===== src/rtl/cpu_pkg.sv =====
// Shared types for the multicycle CPU controller:
// FSM states, opcodes and ALU operation codes.
package cpu_pkg;

  typedef enum logic [2:0] {
    S_FETCH  = 3'd0,
    S_DECODE = 3'd1,
    S_EXEC   = 3'd2,
    S_MEM    = 3'd3,
    S_WB     = 3'd4,
    S_HALT   = 3'd5,
    S_ERR    = 3'd6
  } state_t;

  typedef enum logic [3:0] {
    OP_ADD  = 4'h0,
    OP_SUB  = 4'h1,
    OP_AND  = 4'h2,
    OP_OR   = 4'h3,
    OP_XOR  = 4'h4,
    OP_SLL  = 4'h5,
    OP_SRL  = 4'h6,
    OP_ADDI = 4'h7,
    OP_LW   = 4'h8,
    OP_SW   = 4'h9,
    OP_BEQ  = 4'hA,
    OP_BLT  = 4'hB,
    OP_BVS  = 4'hC,
    OP_JMP  = 4'hD,
    OP_NOP  = 4'hE,
    OP_HALT = 4'hF
  } opcode_t;

  localparam logic [3:0] ALU_ADD = 4'd0;
  localparam logic [3:0] ALU_SUB = 4'd1;
  localparam logic [3:0] ALU_AND = 4'd2;
  localparam logic [3:0] ALU_OR  = 4'd3;
  localparam logic [3:0] ALU_XOR = 4'd4;
  localparam logic [3:0] ALU_SLL = 4'd5;
  localparam logic [3:0] ALU_SRL = 4'd6;

  // Register ops pass straight through; memory and branch ops reuse ADD/SUB.
  function automatic logic [3:0] alu_sel(input opcode_t op);
    logic [3:0] r;
    unique case (1'b1)
      (op <= OP_SRL):                       r = op;
      (op inside {OP_ADDI, OP_LW, OP_SW}):  r = ALU_ADD;
      (op inside {OP_BEQ, OP_BLT, OP_BVS}): r = ALU_SUB;
      default:                              r = 4'd0;
    endcase
    return r;
  endfunction

endpackage


===== src/rtl/cpu_wait_timer.sv =====
// Wait-state counter shared by the fetch and data handshakes;
// expired flags that the limit has been reached.
module cpu_wait_timer #(
  parameter int WAIT_MAX = 15
) (
  input  logic clk,
  input  logic rst_n,
  input  logic clear,
  input  logic inc,
  output logic expired
);

  localparam int CNT_W = $clog2(WAIT_MAX + 1);

  logic [CNT_W-1:0] cnt;

  assign expired = (cnt == CNT_W'(WAIT_MAX));

  always_ff @(posedge clk) begin
    if (!rst_n) begin
      cnt <= '0;
    end else if (clear) begin
      cnt <= '0;
    end else if (inc && !expired) begin
      cnt <= cnt + CNT_W'(1);
    end
  end

endmodule


===== src/rtl/cpu_mc_ctrl.sv =====
// Multicycle control FSM: FETCH/DECODE/EXEC/MEM/WB with
// req/ack memory handshakes, bus timeout, HALT and single-step.
module cpu_mc_ctrl
  import cpu_pkg::*;
#(
  parameter int WAIT_MAX = 15,
  parameter bit STEP_EN  = 1'b1
) (
  input  logic       clk,
  input  logic       reset,
  input  logic [3:0] opcode,
  input  logic       Zero,
  input  logic       Negative,
  input  logic       Overflow,
  output logic       imem_req,
  input  logic       imem_ack,
  output logic       dmem_req,
  output logic       dmem_we,
  input  logic       dmem_ack,
  output logic       ir_load,
  output logic       pc_load,
  output logic       branch,
  output logic       jump,
  output logic       rf_write_en,
  output logic       rf_mux_sel,
  output logic       alu_mux_sel,
  output logic       data_out_mux,
  output logic [3:0] alu_opcode,
  output logic       halted,
  output logic       bus_err,
  input  logic       step_mode,
  input  logic       step,
  output logic [2:0] state_dbg
);

  state_t  state, state_n;
  opcode_t op_q;
  logic    step_armed;
  logic    fetch_req, fetch_ld;
  logic    mem_req, mem_done;
  logic    t_clear, t_inc, expired;

  assign fetch_req = (state == S_FETCH)
                   && !(STEP_EN && step_mode && !step_armed);
  assign fetch_ld  = fetch_req && imem_ack;
  assign mem_req   = (state == S_MEM);
  assign mem_done  = mem_req && dmem_ack;

  // Counter idles at zero outside the two handshake states.
  assign t_clear = !(state inside {S_FETCH, S_MEM})
                 || fetch_ld || mem_done;
  assign t_inc   = (fetch_req && !imem_ack)
                 || (mem_req && !dmem_ack);

  cpu_wait_timer #(
    .WAIT_MAX(WAIT_MAX)
  ) u_timer (
    .clk    (clk),
    .rst_n  (reset),
    .clear  (t_clear),
    .inc    (t_inc),
    .expired(expired)
  );

  always_ff @(posedge clk) begin
    if (!reset) begin
      state      <= S_FETCH;
      op_q       <= OP_ADD;
      step_armed <= 1'b0;
    end else begin
      state <= state_n;
      if (fetch_ld) begin
        op_q       <= opcode_t'(opcode);
        step_armed <= 1'b0;
      end else if (STEP_EN && step && step_mode) begin
        step_armed <= 1'b1;
      end
    end
  end

  always_comb begin
    state_n      = state;
    imem_req     = 1'b0;
    ir_load      = 1'b0;
    dmem_req     = 1'b0;
    dmem_we      = 1'b0;
    pc_load      = 1'b0;
    branch       = 1'b0;
    jump         = 1'b0;
    rf_write_en  = 1'b0;
    rf_mux_sel   = 1'b0;
    alu_mux_sel  = 1'b0;
    data_out_mux = 1'b0;
    halted       = 1'b0;
    bus_err      = 1'b0;
    alu_opcode   = alu_sel(op_q);
    state_dbg    = state;

    unique case (state)
      S_FETCH: begin
        imem_req = fetch_req;
        ir_load  = fetch_ld;
        if (fetch_ld) begin
          state_n = S_DECODE;
        end else if (fetch_req && expired) begin
          state_n = S_ERR;
        end
      end
      S_DECODE: state_n = S_EXEC;
      S_EXEC: begin
        unique case (1'b1)
          (op_q inside {OP_LW, OP_SW}): state_n = S_MEM;
          (op_q inside {OP_BEQ, OP_BLT, OP_BVS}): begin
            pc_load = 1'b1;
            branch  = (op_q == OP_BEQ) ? Zero
                    : (op_q == OP_BLT) ? Negative
                    : Overflow;
            state_n = S_FETCH;
          end
          (op_q == OP_JMP): begin
            pc_load = 1'b1;
            jump    = 1'b1;
            state_n = S_FETCH;
          end
          (op_q == OP_NOP): begin
            pc_load = 1'b1;
            state_n = S_FETCH;
          end
          (op_q == OP_HALT): state_n = S_HALT;
          default: begin
            alu_mux_sel = (op_q == OP_ADDI);
            state_n     = S_WB;
          end
        endcase
      end
      S_MEM: begin
        dmem_req    = 1'b1;
        dmem_we     = (op_q == OP_SW);
        alu_mux_sel = 1'b1;
        if (dmem_ack) begin
          if (op_q == OP_SW) begin
            pc_load = 1'b1;
            state_n = S_FETCH;
          end else begin
            state_n = S_WB;
          end
        end else if (expired) begin
          state_n = S_ERR;
        end
      end
      S_WB: begin
        rf_write_en  = 1'b1;
        data_out_mux = (op_q == OP_LW);
        rf_mux_sel   = (op_q inside {OP_ADDI, OP_LW});
        alu_mux_sel  = (op_q == OP_ADDI);
        pc_load      = 1'b1;
        state_n      = S_FETCH;
      end
      S_HALT:  halted  = 1'b1;
      S_ERR:   bus_err = 1'b1;
      default: state_n = S_FETCH;
    endcase

    // Everything stays quiet while reset is held low.
    if (!reset) begin
      imem_req     = 1'b0;
      ir_load      = 1'b0;
      dmem_req     = 1'b0;
      dmem_we      = 1'b0;
      pc_load      = 1'b0;
      branch       = 1'b0;
      jump         = 1'b0;
      rf_write_en  = 1'b0;
      rf_mux_sel   = 1'b0;
      alu_mux_sel  = 1'b0;
      data_out_mux = 1'b0;
      halted       = 1'b0;
      bus_err      = 1'b0;
      alu_opcode   = 4'd0;
      state_dbg    = 3'd0;
    end
  end

endmodule


===== config.mk =====
export PLATFORM = sky130hd
export DESIGN_NAME = cpu_mc_ctrl
export DESIGN_NICKNAME = d
export VERILOG_FILES = /design/src/rtl/cpu_pkg.sv /design/src/rtl/cpu_wait_timer.sv /design/src/rtl/cpu_mc_ctrl.sv
export SDC_FILE = /design/constraint.sdc
export NUM_CORES = 1
export LEC_CHECK = 0
export ABC_AREA = 1
export CAP_MARGIN = 40
export CORE_MARGIN = 2
export CORE_UTILIZATION = 44
export CTS_CLUSTER_DIAMETER = 150
export DETAILED_ROUTE_END_ITERATION = 8
export GPL_TIMING_DRIVEN = 1
export PLACE_DENSITY_LB_ADDON = 0.1
export SLEW_MARGIN = 5
export SYNTH_ARGS = -nofsm -noshare
export SYNTH_HDL_FRONTEND = slang
export SYNTH_SLANG_ARGS = --single-unit

===== constraint.sdc =====
create_clock -name clk -period 1.7 [get_ports clk]
set_input_delay 0.17 -clock clk [delete_from_list [all_inputs] [get_ports clk]]
set_output_delay 0.17 -clock clk [all_outputs]
set_load 0.005 [all_outputs]

==> flow_summary.yaml <==
run_status:
  status: "finished, violations left"
  violations: "setup timing"
yosys:
  ys.flop_type: "dfxtp_1"
  syn_nets: 169
  synth_fa_ha_area_share_pct: 1.32
  avgSynthCellArea_um2: 6.13
  ys_seq_area_share_pct: 25.3
  yosys.area.top_type_share_pct: 25.3
  synth_simple_gate_area_share_pct: 49.7
  synth-compound-area-share_pct: 10.4
  synth.distinct_cells: 29
  yosysWarnings: 0
  synth_cells: 155
  async_flop_share_pct: 0
  synth_edf_count: 0
  synthMuxAreaShare_pct: 1.05
  yosys.area_share.xor_xnor_pct: 1.84
  synth_area_um2: 951
  synth_top_family_by_area: "simple AND/OR/NAND/NOR gates"
  synth-seq-cells: 12
  yosysTopAreaCell: "dfxtp_1"
  synth_area_leaders: "dfxtp_1, nand2_1, inv_1"
sta:
  fin_ws_ns: -0.222
  clock_skew_ns: 0.00126
  max_freq_ghz: 0.520
  rsz0062_at_grt: "yes"
  slew_viol_final: 0
  post-route-min-period_ns: 1.92
  finalSetupViolations: 1
  hold_viol: 0
  fin_setup_tns_ns: -0.222
  fin_crit_sh_pct: 113
grt:
  grt.total_usage_pct: 24.6
  grt_max_degree: 9
  grt_overflow_total: 0
  grt_pass1_wl_um: 4820
  grt_pass1_vias: 1069
  antenna_found_initial: 0
cells_and_area:
  final_cell_mix: "nand2_1, buf_4, inv_1"
  fill_cells: 154
  area_delta_synth_final_pct: 65.8
  antennaDiodeCount: 0
  final_layout_size_suffix_gt1_share_pct: 29.7
  final_common_cell: "nand2_1"
  final_cell_area_mm2: 0.00158
  finalNetCount: 227
clock_network:
  cts_root_buf: "clkbuf_4"
  cts_buffers: 3
  path_clk_slew_ns: 0.07
  cts_tree: "yes"
  clk_latency_ns: 0.28
  ctsLongestPathBuffers: 2
  h-tree-depth: 1
  cts.sinks: 12
worst_setup_path:
  crit_slowest_cell: "clkdlybuf4s50_1"
  start_kind: "flip-flop"
  required_ns: 1.53
  crit-reg2reg-capture: "u_timer.cnt[0]"
  path_cells: "inv_2 > nor2_4 > nand4_1 > o211ai_1 > nand2_1 > inv_1 > clkdlybuf4s50_1"
  cp-startpoint: "op_q[3]"
  worstPathArrival_ns: 1.75
  r2r_slack_ns: 0.25
  cp-end-kind: "output pin"
  ff2ff_path_depth: 9
  slowest_delay_ns: 0.49
  cp_max_fo: 3
  crit_type: "flip-flop to output pin"
  reg2reg_from: "state[0]"
  worstSetupEndpoint: "pc_load"
place:
  io_buffers: 31
  dpl_cell_area_mm2: 0.00143
  gp_congestion: 0.879
  place_hpwl_um: 2120
route:
  drt-total-wl_um: 3010
  routed_via_density: 5.11
  drt_iter0_markers: 44
  vias: 1222
  wl_per_cell_um: 12.6
  drcViolationCount: 0
  ant_nets: 0
  first_pass_iters: 4
floorplan:
  ioPinCount: 33
  die-area_mm2: 0.00255
  die_h_um: 50.5
  die_w_um: 50.5
  core_area_mm2: 0.00200
  start_util_pct: 47.5
  rows: 16
pwr:
  powerDensity_mw_per_mm2: 1040
  p_leak_nw: 0.887
  vdd_drop_max_uv: 624
worst_hold_path:
  min_path_type: "input port to flip-flop"
flow_run:
  cap_violations: 0
[how the worst min path moves through the flow]
stage	startpoint	to	slack, ns	cells after the start
2_1_floorplan	opcode[0]	op_q[0]	0.29	2
3_3_place_gp	step_armed	step_armed	0.47	2
3_5_place_dp	step_armed	step_armed	0.48	2
4_1_cts	opcode[1]	op_q[1]	0.43	3
5_1_grt	opcode[0]	op_q[0]	0.45	3
6_report	opcode[0]	op_q[0]	0.43	3
[power by group]
part,switching [mW],internal (mW)
clock,0.102,0.131
sequential,0.0863,0.348
combinational,0.533,0.443
[cell families (layout without fill, tap and decap cells)]
kind of cell / after synthesis / count (layout)
compound gates: 19 / 19
xor+xnor: 2 / 2
fa+ha+maj: 1 / 1
buf+inv: 24 / 81
flops: 12 / 12
mux: 1 / 1
other cells: 1 / 1
simple gates: 95 / 95
[repair_timing]
item,4_1_cts,5_1_grt
endpoints found under the setup margin,16,9
buffers inserted,5,1
pin swaps,5,5
hold buffers,0,0
gates resized for setup,39,13
[sequential cells by signal, summed over array words and instances (netlist names)]
register and cells:
u_timer.cnt 4, step_armed 1, state 3, op_q 4
[through the flow]
stage	instances	hold slack [ns]	power (mW)	util, %	setup WS (ns)
2_1_floorplan	155	0.289	0.882	-	0.486
3_3_place_gp	230	0.469	1.20	71.2	-0.147
3_5_place_dp	230	0.482	1.22	71.2	-0.172
4_1_cts	238	0.431	1.58	76.9	-0.164
5_1_grt	239	0.446	1.75	78.8	-0.330
6_report	239	0.428	1.64	78.8	-0.222
[Yosys cell counts (2+ instances only)]
cell type / instances
nand3_4: 2
nand2_2: 3
nand3_1: 12
inv_2: 4
o21ai_0: 5
nor2_2: 2
nor3_1: 3
nand2_1: 46
inv_1: 18
nand3_2: 2
a21oi_1: 6
o21ai_1: 6
nor2_1: 18
nand4_1: 2
dfxtp_1: 12
[final cells by class]
type	count	area [um2]	area share (%)
inverters	22	92.6	5.87
well taps	27	33.8	2.14
repair buffers	55	490	31.1
multi-input cells	119	667	42.3
flip-flops and latches	12	256	16.3
clock buffers	4	36.3	2.30
[layer usage]
layer	GRT usage, %	vias to the layer above	share of wire (%)
li1	-	605	-
met3	2.68	7	6.8
met2	44.5	63	51
met4	8.11	0	1.5
met5	0	-	0
met1	30.0	547	41
[critical path: cells and delay by family (launching register included)]
kind	cells	cell delay [ns]
and+or+nand+nor	3	0.33
buffers and inverters	3	0.61
DFF	1	0.35
AOI/OAI and AO/OA	1	0.18
Power figures use the tool's default switching activity.
